==> config.mk <==
export PLATFORM = sky130hd
export DESIGN_NAME = servant_ram_arbiter
export DESIGN_NICKNAME = d
export VERILOG_FILES = /design/src/rtl/servant_ram_arbiter_pkg.sv /design/src/rtl/servant_rr_pick.sv /design/src/rtl/servant_ram_arbiter.sv
export SDC_FILE = /design/constraint.sdc
export NUM_CORES = 1
export LEC_CHECK = 0
export CAP_MARGIN = 5
export CORE_AREA = 2 2 149 151
export CTS_BUF_LIST = sky130_fd_sc_hd__clkbuf_2 sky130_fd_sc_hd__clkbuf_4 sky130_fd_sc_hd__clkbuf_8
export DETAILED_ROUTE_END_ITERATION = 12
export DIE_AREA = 0 0 151 153
export HOLD_SLACK_MARGIN = 0.06
export SLEW_MARGIN = 20
export SYNTH_ARGS = -nofsm -noshare
export SYNTH_HDL_FRONTEND = slang
export SYNTH_HIERARCHICAL = 1
export SYNTH_SLANG_ARGS = --single-unit
==> constraint.sdc <==
create_clock -name i_wb_clk -period 1.8 [get_ports i_wb_clk]
set_input_delay 0.36 -clock i_wb_clk [delete_from_list [all_inputs] [get_ports i_wb_clk]]
set_output_delay 0.36 -clock i_wb_clk [all_outputs]
set_load 0.01 [all_outputs]
==> src/rtl/servant_ram_arbiter_pkg.sv <==
// Shared grant/state encodings for the servant RAM round-robin arbiter.
package servant_ram_arbiter_pkg;

    localparam logic [1:0] GNT_IBUS = 2'd0;
    localparam logic [1:0] GNT_DBUS = 2'd1;
    localparam logic [1:0] GNT_EXT  = 2'd2;
    localparam logic [1:0] GNT_NONE = 2'd3;

    typedef enum logic {
        IDLE = 1'b0,
        BUSY = 1'b1
    } state_e;

endpackage

==> src/rtl/servant_rr_pick.sv <==
// Combinational 3-way round-robin selector: first requester after last_i in order 0,1,2.
module servant_rr_pick
    import servant_ram_arbiter_pkg::*;
(
    input  logic [2:0] req_i,
    input  logic [1:0] last_i,
    output logic [1:0] winner_o,
    output logic       valid_o
);

    always_comb begin
        winner_o = GNT_IBUS;
        valid_o  = |req_i;
        case (last_i)
            GNT_IBUS: begin
                if (req_i[1])      winner_o = GNT_DBUS;
                else if (req_i[2]) winner_o = GNT_EXT;
                else               winner_o = GNT_IBUS;
            end
            GNT_DBUS: begin
                if (req_i[2])      winner_o = GNT_EXT;
                else if (req_i[0]) winner_o = GNT_IBUS;
                else               winner_o = GNT_DBUS;
            end
            // GNT_EXT and GNT_NONE both restart the rotation at ibus
            default: begin
                if (req_i[0])      winner_o = GNT_IBUS;
                else if (req_i[1]) winner_o = GNT_DBUS;
                else               winner_o = GNT_EXT;
            end
        endcase
    end

endmodule

==> src/rtl/servant_ram_arbiter.sv <==
// Round-robin Wishbone arbiter sharing servant_ram between ibus, dbus and an external master.
// Optional forced-ack watchdog enabled by defining SERVANT_RAM_ARB_TIMEOUT_EN.
module servant_ram_arbiter
    import servant_ram_arbiter_pkg::*;
#(
    parameter int unsigned AW             = 32,
    parameter int unsigned TIMEOUT_CYCLES = 16
) (
    input  logic          i_wb_clk,
    input  logic          i_wb_rst_n,

    input  logic [AW-1:0] i_wb_ibus_adr,
    input  logic          i_wb_ibus_cyc,
    output logic [31:0]   o_wb_ibus_rdt,
    output logic          o_wb_ibus_ack,

    input  logic [AW-1:0] i_wb_dbus_adr,
    input  logic [31:0]   i_wb_dbus_dat,
    input  logic [3:0]    i_wb_dbus_sel,
    input  logic          i_wb_dbus_we,
    input  logic          i_wb_dbus_cyc,
    output logic [31:0]   o_wb_dbus_rdt,
    output logic          o_wb_dbus_ack,

    input  logic [AW-1:0] i_wb_ext_adr,
    input  logic [31:0]   i_wb_ext_dat,
    input  logic [3:0]    i_wb_ext_sel,
    input  logic          i_wb_ext_we,
    input  logic          i_wb_ext_cyc,
    output logic [31:0]   o_wb_ext_rdt,
    output logic          o_wb_ext_ack,

    output logic [AW-1:0] o_wb_mem_adr,
    output logic [31:0]   o_wb_mem_dat,
    output logic [3:0]    o_wb_mem_sel,
    output logic          o_wb_mem_we,
    output logic          o_wb_mem_cyc,
    input  logic [31:0]   i_wb_mem_rdt,
    input  logic          i_wb_mem_ack,

    output logic [1:0]    o_grant,
    output logic          o_timeout
);

    state_e     state_q, state_d;
    logic [1:0] grant_q, grant_d;
    logic [1:0] last_q,  last_d;
    logic [1:0] pick_winner;
    logic       pick_valid;
    logic       busy;
    logic       forced;
    logic       ack_any;
    logic [31:0] rdt;

    assign busy = (state_q == BUSY);

    servant_rr_pick u_pick (
        .req_i    ({i_wb_ext_cyc, i_wb_dbus_cyc, i_wb_ibus_cyc}),
        .last_i   (last_q),
        .winner_o (pick_winner),
        .valid_o  (pick_valid)
    );

`ifdef SERVANT_RAM_ARB_TIMEOUT_EN
    localparam int unsigned CNT_W = $clog2(TIMEOUT_CYCLES) + 1;
    localparam logic [CNT_W-1:0] CNT_LAST = CNT_W'(TIMEOUT_CYCLES - 1);

    logic [CNT_W-1:0] cnt_q, cnt_d;
    logic             timeout_q, timeout_d;

    // forced ack lands on the TIMEOUT_CYCLES-th BUSY cycle with no RAM ack
    assign forced    = busy && !i_wb_mem_ack && (cnt_q == CNT_LAST);
    assign rdt       = forced ? '0 : i_wb_mem_rdt;
    assign o_timeout = timeout_q;

    always_comb begin
        cnt_d     = cnt_q;
        timeout_d = timeout_q;
        if (!busy) begin
            cnt_d = '0;
        end else if (!i_wb_mem_ack) begin
            cnt_d = cnt_q + 1'b1;
        end
        if (forced) begin
            timeout_d = 1'b1;
        end
    end

    always_ff @(posedge i_wb_clk or negedge i_wb_rst_n) begin
        if (!i_wb_rst_n) begin
            cnt_q     <= '0;
            timeout_q <= 1'b0;
        end else begin
            cnt_q     <= cnt_d;
            timeout_q <= timeout_d;
        end
    end
`else
    assign forced    = 1'b0;
    assign rdt       = i_wb_mem_rdt;
    assign o_timeout = 1'b0;
`endif

    assign ack_any = busy && (i_wb_mem_ack || forced);

    always_comb begin
        state_d = state_q;
        grant_d = grant_q;
        last_d  = last_q;
        case (state_q)
            IDLE: begin
                if (pick_valid) begin
                    state_d = BUSY;
                    grant_d = pick_winner;
                    last_d  = pick_winner;
                end
            end
            BUSY: begin
                if (ack_any) begin
                    state_d = IDLE;
                    grant_d = GNT_NONE;
                end
            end
            default: begin
                state_d = IDLE;
                grant_d = GNT_NONE;
            end
        endcase
    end

    always_ff @(posedge i_wb_clk or negedge i_wb_rst_n) begin
        if (!i_wb_rst_n) begin
            state_q <= IDLE;
            grant_q <= GNT_NONE;
            last_q  <= GNT_EXT;
        end else begin
            state_q <= state_d;
            grant_q <= grant_d;
            last_q  <= last_d;
        end
    end

    always_comb begin
        o_wb_mem_adr = '0;
        o_wb_mem_dat = '0;
        o_wb_mem_sel = '0;
        o_wb_mem_we  = 1'b0;
        case (grant_q)
            GNT_IBUS: begin
                o_wb_mem_adr = i_wb_ibus_adr;
                o_wb_mem_sel = 4'hf;
            end
            GNT_DBUS: begin
                o_wb_mem_adr = i_wb_dbus_adr;
                o_wb_mem_dat = i_wb_dbus_dat;
                o_wb_mem_sel = i_wb_dbus_sel;
                o_wb_mem_we  = i_wb_dbus_we;
            end
            GNT_EXT: begin
                o_wb_mem_adr = i_wb_ext_adr;
                o_wb_mem_dat = i_wb_ext_dat;
                o_wb_mem_sel = i_wb_ext_sel;
                o_wb_mem_we  = i_wb_ext_we;
            end
            default: ;
        endcase
    end

    assign o_wb_mem_cyc  = busy;
    assign o_grant       = busy ? grant_q : GNT_NONE;
    assign o_wb_ibus_ack = ack_any && (grant_q == GNT_IBUS);
    assign o_wb_dbus_ack = ack_any && (grant_q == GNT_DBUS);
    assign o_wb_ext_ack  = ack_any && (grant_q == GNT_EXT);
    assign o_wb_ibus_rdt = rdt;
    assign o_wb_dbus_rdt = rdt;
    assign o_wb_ext_rdt  = rdt;

endmodule
# Word level (Yosys, flattened, before mapping)
# Cells that the tools add are included.
# totals
ff_bits,5
input_bits,208
output_inout_bits,172
word_cells,36
# classes
n_eq_ne,5
n_mux,18
n_bitwise,1
n_reduce_logical,9
# op_table
operator,n
case mux 32 bit (3 select lines),1
case mux 32 bit (2 select lines),1
2-to-1 mux 2 bit,8
case mux 4 bit (3 select lines),1
case mux 2 bit (2 select lines),2
"equality test 2 x 1 -> 1 bit, second input constant",2
logical AND 1 bit,4
zero test 2 bit,2
case mux 1 bit (2 select lines),2
AND reduction 2 bit,2
2-to-1 mux 1 bit,3
OR reduction 3 bit,1
"equality test 2 bit, second input constant",1
"!= test 2 x 1 -> 1 bit, second input constant",1
"!= test 2 bit, second input constant",1
inverter 1 bit,1

# Depth between registers and ports, before layout
# logic_depth
ltp_word,5
ltp_mapped,6
depth_no_buf,4

# Hierarchy
# The synthesis kept the hierarchy.
# by_module_without_submodules
mod,instances,cells_per_inst,area_each_um2,seq_area_each_um2
servant_ram_arbiter,1,287,2142.1,128.9
servant_rr_pick,1,10,56.3,0.0

# Worst setup path after synthesis
# No wires, ideal clock.
# synth_timing
path_kind,register to output
startpoint,register grant_q[0]
endpoint,output o_wb_mem_adr[18]
arrival_time_ns,1.479
required_time_ns,1.440
setup_slack_ns,-0.039
path_stages_with_launch,7
path_buffers,2
cell_sequence,dfstp_2 > inv_1 > ha_1 > buf_6 > buf_6 > a222oi_1 > nor2_1
# synth_via
elab_chain_cells,2
elab_cells_between_ends,4
classes_between,eq/ne (2); mux (1); reduce/logical (1)
# synth_lines
element,line,source
from (decl),servant_ram_arbiter.sv:46,"logic [1:0] grant_q, grant_d;"
from (signal assigned),servant_ram_arbiter.sv:138,grant_q <= grant_d;
"equality test 2 bit, or another cell as far along",servant_ram_arbiter.sv:148,case (grant_q)
case mux 32 bit (3 select lines) *,servant_ram_arbiter.sv:148,
to (decl),servant_ram_arbiter.sv:33,"output logic [AW-1:0] o_wb_mem_adr,"
# Mark *: on every way between the ends. The rest lies on a longest branch, timed or not.

# Worst setup path in the final report
# layout_timing
startpoint,register grant_q[0]
endpoint,output o_wb_mem_adr[22]
# The elaborated chain is that of the path after synthesis.

==> metrics.md <==
| Metric | Value |
|---|---|
| Status | finished, violations left |
| Failing checks | negative setup slack |
| Via count | 3064 |
| Crit path depth | 7 |
| Peak supply drop | 0.000682 V |
| Total power draw | 7.61 mW |
| Final hold slack | 0.366 ns |
| Final Cycle Share | 1.29 |
| Clock Latency Late Sink | 0.22 ns |
| Launch point of the worst reg-to-reg path | last_q[1]$_DFFE_PN1P_ |
| Nets | 721 |
| Largest net degree at the start of global routing | 28 |
| Cell Area, Placed | 4390 µm² |
| Final Hold Fails | 0 |
| Clock buffer depth | 2 |
| R2R Setup Slk | 0.55 ns |
| Final worst setup slack | -0.526 ns |
| Kind of critical path | reg -> out |
| Synth warn | 6 |
| Crit path buf inv count | 4 |
| CTS tree | done |
| Clock-pin slew on the worst setup and hold paths | 0.03 ns |
| Fin util | 0.243 |
| Congestion Overflow GR | 0 |
| Lkg Pwr | 2.13 nW |
| Mapped Nets | 510 |
| Worst slack, placed | -0.698 ns |
| 1st-iter DRT viols | 240 |
| Crit Path Max Fanout | 5 |
| Final instance area | 5220 µm² |
| Relative slew slack | 0.606 |
| Max-cap violations | 0 |
| Peak Freq | 0.430 GHz |
| Crit path time final | 2.33 ns |
| Unrepaired setup endpoints after global routing | yes |
| Commonest cells after routing, fill and taps aside | clkdlybuf4s50_1 (176), buf_2 (68), nor2_1 (38), a222oi_1 (32), nor2b_1 (32) |
| Crit path launch | grant_q[0]$_DFFE_PN1P_ |
| Final setup vio count | 72 |
| R2r worst-path depth | 4 |
| Cell area after synthesis | 2200 µm² |
| Via count of the first global-routing pass | 3101 |
| Kind of end point of the critical path | output port |
| Non-Filler Instances | 787 |
| First-pass GRT wire length | 19700 µm |
| Fraction of layout cells with a size suffix above 1 | 0.373 |
| CP max-delay cell | dfstp_2 |
| Die ar. | 23100 µm² |
| TNS Setup | -28.11 ns |
| Routed WL | 14000 µm |
| Drt wl/cell | 17.8 µm |
| Worst-margin pin slew | 0.591 ns |
| CORE AREA | 21500 µm² |
| Post-synth top area cell | buf_4 |
| Clock root cell | clkbuf_8 |
| Die Ht | 153 µm |
| I/O pin cnt | 380 |
| Reg-to-Reg End | last_q[0]$_DFFE_PN0P_ |
| Placed Cells incl. Taps | 723 |
| Final RePlAce weighted congestion | 0.791 |
| Worst Path Required | 1.44 ns |
| Diode count | 0 |
| Pre-Repair DR Iteration Count | 5 |
| Port Buf Inserts | 250 |
| Clock Skews | 0.000902 ns |
| Max Slew Vio Count | 0 |
| DR DRC count | 0 |
| Seq/Total Area, Yosys | 0.0586 |
| Post-synthesis cell count | 297 |
| Initial antenna violation count | 0 |
| P per Cell Area | 1460 nW/µm² |
| Num CTS Buffers | 3 |
| Initial core utilization | 0.102 |
| Mapped Avg Cell Area | 7.40 µm² |
| Delay-heaviest family, CP | flip-flops |
| Critical path, cell by cell | inv_4, buf_6, ha_4, buf_12, a222oi_1, nor2_1, buf_2 |
| Cell Rows | 54 |
| Startpoint types | flip-flop |
| Largest cells by area after synthesis | buf_4 (33%), a222oi_1 (15%), a22oi_1 (12%) |
| Arrival time worst endpoint | 1.97 ns |
| Slowest stage delay, CP | 0.55 ns |
| Clock sinks | 5 |
| Area share of the largest cell type after synthesis | 0.331 |
| P&R area growth vs syn | 138% |
| Count of unique library cells instantiated by Yosys | 24 |
| Seq cells post-synth | 5 |
| CTS H-tree lvls | 1 |
| Vias/cell | 3.89 |
| Post-route ant nets | 0 |
| Placed wire-length estimate | 9080 µm |
| Commonest non-fill, non-tap cell in the layout | clkdlybuf4s50_1 |
| Die X | 151 µm |
| Class of the worst hold path | in -> async |
| Gr usage total | 0.112 |
-- synthesized netlist by cell type --
cell / number
a221oi_1: 4
a222oi_1: 32
a22oi_1: 34
and3_1: 3
buf_2: 13
buf_4: 97
buf_6: 7
clkbuf_1: 6
conb_1: 1
dfrtp_1: 2
dfstp_2: 3
ha_1: 5
inv_1: 4
mux2_2: 3
mux2i_1: 1
nand2_1: 3
nand2b_4: 1
nand3b_1: 1
nor2_1: 38
nor2b_1: 33
o21ai_0: 1
o21ai_1: 2
o22a_1: 2
or3_1: 1
-- state kept, by name, summed over array words and instances (netlist names) --
| signal | count |
|---|---|
| grant_q | 2 |
| last_q | 2 |
| o_wb_mem_cyc | 1 |
-- report_power, final --
part	leakage [nW]	switching, mW	total [mW]	internal [mW]
Clock	0.0262	0.0538	0.221	0.167
Sequential	0.0554	0.0784	0.269	0.190
Combinational	2.05	3.07	7.12	4.05
-- repair_timing --
item / 4_1_cts / 5_1_grt
hold buffers: 0 / 0
gates cloned: 13 / 2
resized for setup: 354 / 19
pin swaps: 69 / 23
setup endpoints to repair: 74 / 73
setup buffers: 34 / 12
-- cell type report --
| type | instances | area [µm²] |
|---|---|---|
| tap | 280 | 350 |
| sequential | 5 | 129 |
| inverter | 4 | 20.0 |
| timing repair buffer | 329 | 3350 |
| multi-input combinational | 165 | 1330 |
| clock buffer | 4 | 48.8 |
| fill | 2365 | 16300 |
-- how the worst max path moves through the flow --
stage | endpoint | slack [ns]
after floorplan | o_wb_mem_adr[0] | -0.003
after global placement | o_wb_mem_adr[22] | -0.67
after detailed placement | o_wb_mem_adr[22] | -0.70
after CTS | o_wb_mem_adr[19] | -0.53
after global routing | o_wb_mem_adr[22] | -0.62
final | o_wb_mem_adr[22] | -0.53
-- metal layers --
| metal | track usage | part of all wire | wire [µm] |
|---|---|---|---|
| met2 | 0.186 | 0.47 | 6630 |
| met1 | 0.146 | 0.42 | 5870 |
| met4 | 0.0316 | 0.028 | 397 |
| met5 | 0 | 0 | 0 |
| met3 | 0.0248 | 0.079 | 1110 |
-- cells by family (layout without fill, tap and decap cells) --
| group | after synthesis | in the layout | share of synthesized area |
|---|---|---|---|
| other | 1 | 1 | 0.00171 |
| AO/OA/AOI/OAI | 75 | 75 | 0.293 |
| AND/OR/NAND/NOR | 80 | 80 | 0.185 |
| multiplexers | 4 | 4 | 0.0199 |
| buffers and inverters | 127 | 337 | 0.414 |
| flip-flops | 5 | 5 | 0.0586 |
| adder cells (fa/ha/maj) | 5 | 5 | 0.0285 |
No activity file was read; power rests on OpenSTA's default activity.
